## config.mk

```make
export PLATFORM = sky130hd
export DESIGN_NAME = dmem_responder_flat
export DESIGN_NICKNAME = d
export VERILOG_FILES = /design/src/rtl/dmem_rsp_pkg.sv /design/src/rtl/dmem_responder_if.sv /design/src/rtl/dmem_bank.sv /design/src/rtl/dmem_responder.sv /design/src/flat_wrapper.sv
export SDC_FILE = /design/constraint.sdc
export NUM_CORES = 2
export LEC_CHECK = 0
export BUFFER_PORTS_ARGS = -buffer_cell sky130_fd_sc_hd__buf_2
export CAP_MARGIN = 20
export CORE_MARGIN = 5
export CORE_UTILIZATION = 50
export DETAILED_ROUTE_END_ITERATION = 8
export PLACE_DENSITY = 0.77
export SKIP_CTS_REPAIR_TIMING = 1
export SLEW_MARGIN = 20
export SYNTH_ARGS = -nofsm -noshare
export SYNTH_HDL_FRONTEND = slang
export SYNTH_HIERARCHICAL = 1
export SYNTH_SLANG_ARGS = --single-unit
```

## constraint.sdc

```tcl
create_clock -name clk -period 4.7 [get_ports clk]
set_clock_uncertainty 0.05 [all_clocks]
set_input_delay 0.235 -clock clk [delete_from_list [all_inputs] [get_ports clk]]
set_output_delay 0.235 -clock clk [all_outputs]
set_load 0.05 [all_outputs]
```

## src/rtl/dmem_rsp_pkg.sv

```systemverilog
// Shared types and constants for the data-memory responder.
package dmem_rsp_pkg;
  typedef enum logic [1:0] {IDLE, WAIT, RESP} rsp_state_t;

  localparam int unsigned WORD_BYTES = 4;
  localparam logic [3:0]  BE_ALL     = 4'b1111;
endpackage

```

## src/rtl/dmem_responder_if.sv

```systemverilog
// Request/response handshake bundle between the core's load/store port and the responder.
interface dmem_responder_if;
  logic        req_valid;
  logic        req_ready;
  logic        req_we;
  logic [31:0] req_addr;
  logic [31:0] req_wdata;
  logic [3:0]  req_be;
  logic        rsp_valid;
  logic        rsp_ready;
  logic [31:0] rsp_rdata;
  logic        rsp_err;

  modport master (
    output req_valid, req_we, req_addr, req_wdata, req_be, rsp_ready,
    input  req_ready, rsp_valid, rsp_rdata, rsp_err
  );

  modport slave (
    input  req_valid, req_we, req_addr, req_wdata, req_be, rsp_ready,
    output req_ready, rsp_valid, rsp_rdata, rsp_err
  );
endinterface

```

## src/rtl/dmem_bank.sv

```systemverilog
// DEPTH x 32 backing store: synchronous byte-enable write, asynchronous read.
module dmem_bank
  import dmem_rsp_pkg::*;
#(
  parameter int unsigned DEPTH = 64,
  localparam int unsigned ADDR_W = $clog2(DEPTH)
) (
  input  logic              clk,
  input  logic              we,
  input  logic [ADDR_W-1:0] addr,
  input  logic [31:0]       wdata,
  input  logic [3:0]        be,
  output logic [31:0]       rdata
);
  logic [31:0] mem [DEPTH];

  always_ff @(posedge clk) begin
    if (we) begin
      for (int unsigned i = 0; i < WORD_BYTES; i++) begin
        if (be[i]) mem[addr][8*i +: 8] <= wdata[8*i +: 8];
      end
    end
  end

  assign rdata = mem[addr];
endmodule

```

## src/rtl/dmem_responder.sv

```systemverilog
// Multi-cycle data-memory responder with WAIT_CYCLES wait states.
// Optional range checking is enabled with the DMEM_RSP_ERR_EN macro.
module dmem_responder
  import dmem_rsp_pkg::*;
#(
  parameter int unsigned DEPTH       = 64,
  parameter int unsigned WAIT_CYCLES = 2
) (
  input  logic            clk,
  input  logic            reset,
  dmem_responder_if.slave bus
);
  localparam int unsigned ADDR_W = $clog2(DEPTH);
  localparam int unsigned CNT_W  = (WAIT_CYCLES > 1) ? $clog2(WAIT_CYCLES) : 1;
  localparam logic [CNT_W-1:0] CNT_INIT = (WAIT_CYCLES > 0) ? CNT_W'(WAIT_CYCLES - 1) : '0;

  rsp_state_t        state;
  logic [CNT_W-1:0]  cnt;
  logic              we_q;
  logic [ADDR_W-1:0] idx_q;
  logic [31:0]       wdata_q;
  logic [3:0]        be_q;
  logic              req_ready_q;
  logic              rsp_valid_q;
  logic [31:0]       rsp_rdata_q;

  logic              accept;
  logic              commit;
  logic              cur_we;
  logic              cur_err;
  logic [ADDR_W-1:0] cur_idx;
  logic [31:0]       cur_wdata;
  logic [3:0]        cur_be;
  logic [31:0]       rd_word;
  logic              unused_addr_lsb;

  assign unused_addr_lsb = ^bus.req_addr[1:0];

`ifdef DMEM_RSP_ERR_EN
  logic err_q;
  logic rsp_err_q;
  logic req_err;

  assign req_err     = |bus.req_addr[31:ADDR_W+2];
  assign cur_err     = (state == IDLE) ? req_err : err_q;
  assign bus.rsp_err = rsp_err_q;
`else
  logic unused_addr_msb;

  assign unused_addr_msb = ^bus.req_addr[31:ADDR_W+2];
  assign cur_err         = 1'b0;
  assign bus.rsp_err     = 1'b0;
`endif

  // With zero wait states the commit happens on the accept edge itself, so the
  // bank must see the live request rather than the not-yet-latched copy.
  always_comb begin
    accept = (state == IDLE) && req_ready_q && bus.req_valid;
    commit = (accept && (WAIT_CYCLES == 0)) || ((state == WAIT) && (cnt == '0));
    if (state == IDLE) begin
      cur_we    = bus.req_we;
      cur_idx   = bus.req_addr[ADDR_W+1:2];
      cur_wdata = bus.req_wdata;
      cur_be    = bus.req_be;
    end else begin
      cur_we    = we_q;
      cur_idx   = idx_q;
      cur_wdata = wdata_q;
      cur_be    = be_q;
    end
  end

  always_ff @(posedge clk) begin
    if (reset) begin
      state       <= IDLE;
      cnt         <= '0;
      req_ready_q <= 1'b1;
      rsp_valid_q <= 1'b0;
      rsp_rdata_q <= '0;
`ifdef DMEM_RSP_ERR_EN
      rsp_err_q   <= 1'b0;
`endif
    end else begin
      case (state)
        IDLE: begin
          if (accept) begin
            we_q        <= bus.req_we;
            idx_q       <= bus.req_addr[ADDR_W+1:2];
            wdata_q     <= bus.req_wdata;
            be_q        <= bus.req_be;
`ifdef DMEM_RSP_ERR_EN
            err_q       <= req_err;
`endif
            req_ready_q <= 1'b0;
            cnt         <= CNT_INIT;
            state       <= (WAIT_CYCLES == 0) ? RESP : WAIT;
          end
        end
        WAIT: begin
          if (cnt == '0) state <= RESP;
          else           cnt   <= cnt - CNT_W'(1);
        end
        RESP: begin
          if (bus.rsp_ready) begin
            state       <= IDLE;
            req_ready_q <= 1'b1;
            rsp_valid_q <= 1'b0;
            rsp_rdata_q <= '0;
`ifdef DMEM_RSP_ERR_EN
            rsp_err_q   <= 1'b0;
`endif
          end
        end
        default: state <= IDLE;
      endcase

      if (commit) begin
        rsp_valid_q <= 1'b1;
        rsp_rdata_q <= (cur_we || cur_err) ? '0 : rd_word;
`ifdef DMEM_RSP_ERR_EN
        rsp_err_q   <= cur_err;
`endif
      end
    end
  end

  dmem_bank #(.DEPTH(DEPTH)) u_bank (
    .clk   (clk),
    .we    (commit && cur_we && !cur_err),
    .addr  (cur_idx),
    .wdata (cur_wdata),
    .be    (cur_be),
    .rdata (rd_word)
  );

  assign bus.req_ready = req_ready_q;
  assign bus.rsp_valid = rsp_valid_q;
  assign bus.rsp_rdata = rsp_rdata_q;
endmodule

```

## src/flat_wrapper.sv

```systemverilog
// flat-port wrapper written by rule: the top's interface ports become plain ports
module dmem_responder_flat import dmem_rsp_pkg::*;
#(
  parameter int unsigned DEPTH       = 64,
  parameter int unsigned WAIT_CYCLES = 2
)
  (clk, reset, bus_req_valid, bus_req_we, bus_req_addr, bus_req_wdata, bus_req_be, bus_rsp_ready, bus_req_ready, bus_rsp_valid, bus_rsp_rdata, bus_rsp_err);
  dmem_responder_if bus_i ();
  input  logic clk;
  input  logic reset;
  input wire logic [$bits(bus_i.req_valid)-1:0] bus_req_valid;
  input wire logic [$bits(bus_i.req_we)-1:0] bus_req_we;
  input wire logic [$bits(bus_i.req_addr)-1:0] bus_req_addr;
  input wire logic [$bits(bus_i.req_wdata)-1:0] bus_req_wdata;
  input wire logic [$bits(bus_i.req_be)-1:0] bus_req_be;
  input wire logic [$bits(bus_i.rsp_ready)-1:0] bus_rsp_ready;
  output wire logic [$bits(bus_i.req_ready)-1:0] bus_req_ready;
  output wire logic [$bits(bus_i.rsp_valid)-1:0] bus_rsp_valid;
  output wire logic [$bits(bus_i.rsp_rdata)-1:0] bus_rsp_rdata;
  output wire logic [$bits(bus_i.rsp_err)-1:0] bus_rsp_err;
  assign bus_i.req_valid = bus_req_valid;
  assign bus_i.req_we = bus_req_we;
  assign bus_i.req_addr = bus_req_addr;
  assign bus_i.req_wdata = bus_req_wdata;
  assign bus_i.req_be = bus_req_be;
  assign bus_i.rsp_ready = bus_rsp_ready;
  assign bus_req_ready = bus_i.req_ready;
  assign bus_rsp_valid = bus_i.rsp_valid;
  assign bus_rsp_rdata = bus_i.rsp_rdata;
  assign bus_rsp_err = bus_i.rsp_err;
  dmem_responder #(.DEPTH(DEPTH), .WAIT_CYCLES(WAIT_CYCLES)) u_core (.clk(clk), .reset(reset), .bus(bus_i));
endmodule
```

==> metrics.md <==
| Metric | Value |
|---|---|
| Slew Limit Fails | `0` |
| Clk_lat worst skew | `0.83 ns` |
| Number of core rows | `148` |
| Number of violations of the max-capacitance limit | `0` |
| Leading post-synthesis cells by cell area | `edfxtp_1, a221oi_1, a22oi_1` |
| Setup TNS | `-0.180 ns` |
| Crit share post-route | `1.01` |
| Layout filler cell count | `11,700` |
| Dominant cell by count in the synthesized netlist | `edfxtp_1` |
| Post-layout min period | `4.75 ns` |
| Failing checks | `setup timing` |
| VDD IR-drop max | `409 uV` |
| Critical path startpoint category | `register` |
| Synthesized netlist cell count | `around 4,800` |
| Cell repeated most along the worst path | `buf_4` |
| Die Span X | `around 410 microns` |
| Via count | `~52,000` |
| Area after detailed placement | `about 0.086 sq mm` |
| Proportion of register bits with asynchronous set or reset after synthesis | `0` |
| Final instance area | `a little over 0.09 sq mm` |
| Post-synth top flop | `edfxtp_1` |
| Syn Std Cell Area | `0.0815 sq mm` |
| Wirelength, routed | `246,000 microns` |
| Synth top area share | `0.771` |
| Required time worst endpoint | `5.19 ns` |
| Post-detailed-route wirelength per cell | `33.1 microns` |
| Number of CTS-inserted buffers | `196` |
| Initial antenna violation count | `21` |
| Cell chosen for the clock root | `clkbuf_16` |
| Seq cells post-synth | `2,128` |
| Cell type contributing the most total cell area after synthesis | `edfxtp_1` |
| Pin count of the biggest net entering global routing | `93` |
| Clock slew seen by the registers of the worst setup and hold paths | `0.06 ns` |
| Slew of the pin with the lowest slew margin | `1.15 ns` |
| Arr. time, crit path | `approximately 5.2 ns` |
| Total of buffers placed on input and output ports | `80` |
| Maximum fanout encountered on the critical timing path | `22` |
| Vert. Die Dim | `slightly above 400 microns` |
| Core region area | `0.162 sq mm` |
| Number of vias per cell | `approximately 7` |
| Crit path largest cell delay | `about 0.70 ns` |
| Number of levels the H-tree was split into | `4` |
| Power density over the cells | `452 mW/mm^2` |
| Portion of the post-synthesis area used by sequential elements | `0.780` |
| Weighted congestion at the end of routability-driven global placement | `just over 0.9` |
| Vias in the first global route | `between 40,000 and 50,000` |
| Congestion Overflow GR | `0` |
| Critical path class | `register to register` |
| Number of distinct library cells after synthesis | `58` |
| Multi-input combinational cell area | `approximately 0.016 sq mm` |
| Sequence of cells on the critical path | `nor2_4, buf_4, mux2_8, inv_6, nand2_1, buf_4, nor2_1, nand2_1, nor2_1, buf_4` |
| Type of the tightest min-delay check | `input port to register` |
| Net count reported at finish | `5,170` |
| Number of nets still failing antenna checks after routing | `0` |
| Initial standard-cell utilization of the core | `0.502` |
| Smallest hold slack | `0.0789 ns` |
| Endpoint type of the worst setup path | `register` |
| Leakage Power | `about 29 nW` |
| GR Util All Layers | `0.282` |
| Sinks on the clock net | `between 2,000 and 2,500` |
| Maximum buffer depth of the clock tree | `3` |
| Setup-failing EPs final | `4` |
| Synthesized area per cell | `16.9 sq um` |
| Worst path bufs/invs | `4` |
| Remaining routing DRC violations | `0` |
| Global-route wire length before repair | `348,000 microns` |
| Cell type group with the largest total delay on the critical path | `simple AND/OR/NAND/NOR gates` |
| Post-synth EDFFs | `2,091` |
| Count of synthesis-stage warnings from yosys | `6` |
| Net count after synthesis | `4,881` |
| Die ar. | `about 0.17 sq mm` |
| First DRT Iteration DRCs | `~8,800` |
| Most numerous cell types in the synthesized netlist | `edfxtp_1, nor2_1, a221oi_1` |
| I/O pin cnt | `108` |
| Area overhead of the layout relative to synthesis | `14.1%` |
| Clock tree from TritonCTS | `done` |
| Register area | `around 0.064 sq mm` |
| Cell with the biggest individual delay on the critical path | `nand2_1` |
| Timing-limited maximum frequency | `0.210 GHz` |
| Detailed-routing iteration count for the pre-antenna-repair pass | `9` |
| DP Wirelength | `roughly 150,000 microns` |
| Result of the run | `complete, but fails checks` |
| Total count of hold-check failures in the final report | `0` |
| Final worst slack | `-0.0538 ns` |
| Worst relative slew slack | `0.233` |
| Layout cell share with drive strength beyond 1 | `0.174` |
==> final timing paths <==
path / startpoint / to / slack [ns] / cells past startpoint
min: bus_req_wdata[3] / u_core/wdata_q[3] / 0.08 / 2
max: u_core/state[1] / u_core/u_bank/mem[49][3] / -0.05 / 10
min reg2reg: u_core/bus.rsp_rdata[14] / u_core/bus.rsp_rdata[14] / 0.42 / 1
max reg2reg: u_core/state[1] / u_core/u_bank/mem[49][3] / -0.05 / 10
==> placed cells by master (no fill, tap or decap), drive strengths merged, types with 58 or more instances in the layout <==
cell	Yosys	final
o21ai	128	128
clkinv	1	97
mux2	118	118
edfxtp	2091	2091
buf	214	430
a221oi	493	493
mux2i	92	92
nor3	58	58
o22ai	135	135
nor2	513	513
clkbuf	172	237
a22oi	291	291
a21oi	66	66
nand2	84	84
==> metal layers <==
metal / GRT usage / vias up / part of all wire
met5: 0 / - / 0.00022
met4: 0.139 / 8 / 0.059
met3: 0.104 / 866 / 0.17
met2: 0.416 / 4785 / 0.44
met1: 0.372 / 25500 / 0.33
li1: - / 20400 / -
==> power by group <==
part	internal [mW]	switching [mW]	leakage [nW]	total, mW
sequential	21.2	0.0379	19.1	21.3
clock	8.89	6.89	3.14	15.8
combinational	1.39	3.58	7.18	4.98
==> registers in the layout, summed over array words and instances, names as in the netlist, 2 cells and up <==
register and cells:
u_core/u_bank/mem 2048, u_core/bus.rsp_rdata 32, u_core/wdata_q 32, u_core/idx_q 6, u_core/be_q 4, u_core/state 2
==> final cells by class <==
| type | instances | area share |
|---|---|---|
| inverters | 4 | 0.000296 |
| repair buffers | 477 | 0.0430 |
| well taps | 2175 | 0.0293 |
| clock buffers | 237 | 0.0565 |
| diodes | 5 | 0.000135 |
| multi-input cells | 2290 | 0.176 |
| flip-flops and latches | 2128 | 0.683 |
| clock inverters | 126 | 0.0120 |
==> per-stage QoR <==
| stage | power [mW] | setup slack, ns | cells | utilization |
|---|---|---|---|---|
| floorplan | 24.3 | 0.990 | 4808 | - |
| global placement | 26.3 | 0.215 | 7026 | 0.530 |
| detailed placement | 26.4 | 0.0889 | 7026 | 0.530 |
| CTS | 41.8 | 0.0503 | 7389 | 0.569 |
| global route | 43.0 | -0.0381 | 7440 | 0.573 |
| finish | 42.0 | -0.0538 | 7442 | 0.573 |
==> kinds of logic after synthesis <==
| logic type | count (synthesis) | synth area share |
|---|---|---|
| AO/OA/AOI/OAI | 1260 | 0.118 |
| buffers and inverters | 390 | 0.0224 |
| flip-flops | 2128 | 0.780 |
| multiplexers | 252 | 0.0392 |
| other | 1 | 0.0000460 |
| AND/OR/NAND/NOR | 777 | 0.0411 |
Power figures use the tool's default switching activity.
